<file path="src/rtl/imem_loader.sv">
// Byte-stream loader for the instruction store: assembles big-endian 16-bit words and writes them.
// Optional trailing XOR checksum when IMEM_LOADER_CHKSUM_EN is defined.
module imem_loader #(
    parameter int unsigned DEPTH  = 16,
    parameter int unsigned ADDR_W = 4
) (
    input  logic        i_Clk,
    input  logic        i_Rst,
    input  logic        i_Start,
    input  logic        i_Byte_Valid,
    input  logic [7:0]  i_Byte,
    output logic        o_Byte_Ready,
    output logic        o_We,
    output logic [15:0] o_Waddr,
    output logic [15:0] o_Wdata,
    output logic        o_Cpu_Hold,
    output logic        o_Done,
    output logic        o_Err
);

    localparam int unsigned CNT_W = ADDR_W + 1;
    localparam int unsigned CMP_W = 9;

    typedef enum logic [2:0] {
        ST_IDLE,
        ST_LEN,
        ST_HI,
        ST_LO,
        ST_WR,
        ST_DONE,
`ifdef IMEM_LOADER_CHKSUM_EN
        ST_ERR,
        ST_CHK
`else
        ST_ERR
`endif
    } state_t;

    state_t             state_q;
    state_t             state_d;
    logic [7:0]         len_q;
    logic [7:0]         hi_q;
    logic [CNT_W-1:0]   cnt_q;
`ifdef IMEM_LOADER_CHKSUM_EN
    logic [7:0]         xor_q;
`endif

    logic               xfer;
    logic               start_acc;
    logic               last_word;
    logic               ready_d;
    logic               we_d;
    logic               hold_d;
    logic               done_d;
    logic               err_d;

    assign xfer      = i_Byte_Valid & o_Byte_Ready;
    // Compare at 9 bits so N up to 256 and a counter of DEPTH never alias.
    assign last_word = (CMP_W'(cnt_q) + CMP_W'(1)) == CMP_W'(len_q);

    // Next-state logic and next values of the registered outputs.
    always_comb begin
        state_d   = state_q;
        start_acc = 1'b0;
        case (state_q)
            ST_IDLE, ST_DONE, ST_ERR: begin
                if (i_Start) begin
                    state_d   = ST_LEN;
                    start_acc = 1'b1;
                end
            end
            ST_LEN: begin
                if (xfer) begin
                    if ((i_Byte == 8'd0) || (CMP_W'(i_Byte) > CMP_W'(DEPTH))) begin
                        state_d = ST_ERR;
                    end else begin
                        state_d = ST_HI;
                    end
                end
            end
            ST_HI: begin
                if (xfer) begin
                    state_d = ST_LO;
                end
            end
            ST_LO: begin
                if (xfer) begin
                    state_d = ST_WR;
                end
            end
            ST_WR: begin
                if (last_word) begin
`ifdef IMEM_LOADER_CHKSUM_EN
                    state_d = ST_CHK;
`else
                    state_d = ST_DONE;
`endif
                end else begin
                    state_d = ST_HI;
                end
            end
`ifdef IMEM_LOADER_CHKSUM_EN
            ST_CHK: begin
                if (xfer) begin
                    state_d = (i_Byte == xor_q) ? ST_DONE : ST_ERR;
                end
            end
`endif
            default: state_d = ST_IDLE;
        endcase

        ready_d = 1'b0;
        we_d    = 1'b0;
        hold_d  = 1'b0;
        done_d  = 1'b0;
        err_d   = 1'b0;
        case (state_d)
            ST_LEN, ST_HI, ST_LO: begin
                ready_d = 1'b1;
                hold_d  = 1'b1;
            end
`ifdef IMEM_LOADER_CHKSUM_EN
            ST_CHK: begin
                ready_d = 1'b1;
                hold_d  = 1'b1;
            end
`endif
            ST_WR: begin
                we_d   = 1'b1;
                hold_d = 1'b1;
            end
            ST_DONE: done_d = 1'b1;
            ST_ERR: begin
                done_d = 1'b1;
                err_d  = 1'b1;
            end
            default: ;
        endcase
    end

    // State, datapath and output registers.
    always_ff @(posedge i_Clk) begin
        if (i_Rst) begin
            state_q      <= ST_IDLE;
            len_q        <= 8'd0;
            hi_q         <= 8'd0;
            cnt_q        <= '0;
`ifdef IMEM_LOADER_CHKSUM_EN
            xor_q        <= 8'd0;
`endif
            o_Byte_Ready <= 1'b0;
            o_We         <= 1'b0;
            o_Waddr      <= 16'd0;
            o_Wdata      <= 16'd0;
            o_Cpu_Hold   <= 1'b0;
            o_Done       <= 1'b0;
            o_Err        <= 1'b0;
        end else begin
            state_q      <= state_d;
            o_Byte_Ready <= ready_d;
            o_We         <= we_d;
            o_Cpu_Hold   <= hold_d;
            o_Done       <= done_d;
            o_Err        <= err_d;

            if (start_acc) begin
                cnt_q <= '0;
`ifdef IMEM_LOADER_CHKSUM_EN
                xor_q <= 8'd0;
`endif
            end

            if ((state_q == ST_LEN) && xfer) begin
                len_q <= i_Byte;
            end

            if ((state_q == ST_HI) && xfer) begin
                hi_q <= i_Byte;
`ifdef IMEM_LOADER_CHKSUM_EN
                xor_q <= xor_q ^ i_Byte;
`endif
            end

            // Word and address are captured here so they appear together with o_We.
            if ((state_q == ST_LO) && xfer) begin
                o_Wdata <= {hi_q, i_Byte};
                o_Waddr <= 16'({cnt_q[ADDR_W-1:0], 1'b0});
`ifdef IMEM_LOADER_CHKSUM_EN
                xor_q   <= xor_q ^ i_Byte;
`endif
            end

            if (state_q == ST_WR) begin
                cnt_q <= cnt_q + CNT_W'(1);
            end
        end
    end

endmodule

</file>
<file path="config.mk">
export PLATFORM = sky130hd
export DESIGN_NAME = imem_loader
export DESIGN_NICKNAME = d
export VERILOG_FILES = /design/src/rtl/imem_loader.sv
export SDC_FILE = /design/constraint.sdc
export NUM_CORES = 1
export LEC_CHECK = 0
export CORE_MARGIN = 2
export CORE_UTILIZATION = 53
export DETAILED_ROUTE_END_ITERATION = 10
export GPL_TIMING_DRIVEN = 0
export PLACE_DENSITY = 0.8
export SLEW_MARGIN = 25
export SYNTH_ARGS = -nofsm -noshare
export SYNTH_HDL_FRONTEND = slang
export SYNTH_SLANG_ARGS = --single-unit
</file>
<file path="constraint.sdc">
create_clock -name i_Clk -period 3.1 [get_ports i_Clk]
set_input_delay 0.31 -clock i_Clk [delete_from_list [all_inputs] [get_ports i_Clk]]
set_output_delay 0.31 -clock i_Clk [all_outputs]
set_load 0.05 [all_outputs]
</file>
==> flow_summary.toml <==
[critical_path]
startpoint = "i_Byte[2]"
r2r_end = "o_Cpu_Hold$_SDFF_PP0_"
r2r_cells = 6
end_kind = "flip-flop"
path_class = "input port to flip-flop"
path_cells = "clkdlybuf4s50_1, nor4_1, mux2i_1, a221oi_1, a21boi_2, and2_1"
crit_arrival_ns = 2.30
slowest_stage = "clkdlybuf4s50_1"
timing.rr.start = "cnt_q[0]$_SDFFE_PP0P_"
critPathMaxFanout = 4
cp-start-kind = "input port"
slowest_delay_ns = 0.50
critical_path_required_ns = 3.35
r2r_slack_ns = 1.21
critPathCapture = "o_Byte_Ready$_SDFF_PP0_"

[hold_path]
hold_depth = 2
holdCritStartpoint = "o_Waddr[2]$_SDFFE_PP0P_"
hold_path.class = "flip-flop to flip-flop"

[timing]
setup_tns_ns = 0
rsz0062_at_grt = "no"
worst_pin_slew_ns = 0.5352
max_freq_mhz = 486.8
slew_violations = 0
setup_viol = 0
setup_slack_ns = 1.046
hold_violations = 0
min_period_over_period_pct = 66.26
fin_hold_ws_ns = 0.4552
slew_headroom_pct = 64.32
fin_crit_ns = 2.054
worst_clock_skew_ns = 0.006042

[clocking]
cts_tree = "built"
cts_buffer_depth = 2
post_cts_buffers = 0
root_buffer = "clkbuf_8"
htree_num_levels = 2
clk_pin_slew_ns = 0.08
post_cts_resized = 0
clock_latency_ns = 0.30
ctsHoldBuffers = 0
clock-sinks = 49
cts_buffers = 5

[place]
dp_worst_setup_slack_ns = 0.8357
hpwl_mm = 3.390
gp_congestion = 0.8641
port_buffers = 36

[finish]
layout_commonest_cell = "dfxtp_1"
multiInputGateArea_um2 = 1054
drive_above_1_share_pct = 8.682
final_cell_mix = "dfxtp_1 (49), nand2_1 (46), clkdlybuf4s50_1 (36)"
fin_util_pct = 69.22
antenna_cells = 0
seq_area_um2 = 980.9
fillers = 326
nets = 323
area_delta_synth_final_pct = 26.73

[flow_run]
drv_cap = 0

[drt]
dr.pass1.iters = 4
drcViolationCount = 0
drtIter0Drc = 70
vias = 1869
wl_per_cell_um = 13.17
wl_mm = 4.754
routed_via_density = 5.177
ant_nets = 0

[yosys]
synth.distinct_cells = 42
syn-instance-count = 256
synth_edf_count = 0
async_flop_share_pct = 0
ys_seq_area_share_pct = 45.55
synth-seq-cells = 49
syn_avg_cell_area_um2 = 8.411
ys_warn_count = 0
synth_ff_type = "dfxtp_1"
syn_area_um2 = 2153

[global_routing]
antenna_found_initial = 0
grt-ovfl-total = 0
grt_pass1_wl_mm = 7.341
grt_pass1_vias = 1658
grt_use_total_pct = 21.57
grt_max_degree = 16

[outcome]
status = "finished clean"

[power]
irDropWorstVdd_v = 0.0003429
power_density_nw_per_um2 = 459.7
p_leak_nw = 0.9730
p_total_w = 0.001254

[die]
chipWidth_um = 67.74
fp.coreArea_um2 = 3943
num_rows = 23
pin_count = 49
start_util_pct = 54.62
die_h_um = 67.74
die_area_um2 = 4589
==> metal layers <==
metal,vias up,part of all wire [%],track usage (%),wire (µm)
li1,951,-,-,-
met1,869,47,27.10,2246
met2,47,48,36.15,2283
met3,2,4.4,5.333,211
met4,0,0.27,6.888,13
met5,-,0,0,0
==> cell type report <==
| class | instances | area share, % |
|---|---|---|
| clock inverters | 2 | 1.421 |
| inverters | 1 | 0.1376 |
| repair buffers | 36 | 13.20 |
| clock buffers | 6 | 2.659 |
| flip-flops and latches | 49 | 35.95 |
| well taps | 50 | 2.293 |
| plain buffers | 27 | 5.731 |
| multi-input cells | 190 | 38.61 |
==> cell usage after synthesis (all sizes together) (2+ instances only) <==
cell type  number  area share (%)
and2            2            0.58
xor2            2            0.81
nor4            3            0.87
or3             4             1.2
dfxtp          49              46
and2b           2            0.70
nand2          46             8.0
nor3b           2            0.70
o21a            2            0.70
a21oi          29             6.7
nor4b           2             1.1
clkbuf         12             2.1
nor2           30             5.2
nand3           4            0.93
o21ai           8             1.9
mux2i          17             7.9
buf            15             5.2
and4            2            0.81
nand3b          2            0.70
xnor2           4             1.6
nor3            3            0.93
a21o            2            0.76
==> where the power goes <==
group / total (W) / switching (W) / leakage, nW / internal, W
sequential: 0.000648 / 0.00000842 / 0.396 / 0.000639
clock: 0.000450 / 0.000207 / 0.0554 / 0.000242
combinational: 0.000157 / 0.000101 / 0.522 / 0.0000564
==> per-stage QoR <==
stage / instances / cell area, µm²
final: 361 / 2729
after global routing: 361 / 2729
after CTS: 361 / 2729
after detailed placement: 353 / 2618
after global placement: 353 / 2618
after floorplan: 267 / 2195
==> worst min path at each step <==
| stage | to | slack (ns) |
|---|---|---|
| 6_report | o_Waddr[2]$_SDFFE_PP0P_ | 0.46 |
| 5_1_grt | o_Wdata[2]$_SDFFE_PP0P_ | 0.48 |
| 4_1_cts | o_Wdata[12]$_SDFFE_PP0P_ | 0.46 |
| 3_5_place_dp | o_Wdata[12]$_SDFFE_PP0P_ | 0.45 |
| 3_3_place_gp | o_Wdata[11]$_SDFFE_PP0P_ | 0.44 |
| 2_1_floorplan | o_We$_SDFF_PP0_ | 0.39 |
==> kinds of logic (layout without fill, tap and decap cells) <==
logic type / Yosys count / after routing / synth area share [%]
and+or+nand+nor: 105 / 105 / 22.84
adders and majority gates: 1 / 1 / 0.5810
DFF: 49 / 49 / 45.55
AOI/OAI and AO/OA: 49 / 49 / 13.07
xor gates and xnor gates: 6 / 6 / 2.440
muxes: 17 / 17 / 7.902
other: 1 / 12 / 0.1742
buffers and inverters: 28 / 72 / 7.437
==> sequential cells by signal (all words and copies together), names as in the netlist <==
signal	cells
o_Err	1
o_Byte_Ready	1
cnt_q	5
hi_q	8
len_q	8
o_Cpu_Hold	1
state_q	3
o_Wdata	16
o_Done	1
o_Waddr	4
o_We	1
==> worst max-delay path, delay by kind of cell <==
| family | cells | cell delay, ns |
|---|---|---|
| AO/OA/AOI/OAI | 2 | 0.67 |
| AND/OR/NAND/NOR | 2 | 0.64 |
| buffers and inverters | 1 | 0.50 |
| multiplexers | 1 | 0.17 |
No activity file was read; power rests on OpenSTA's default activity.
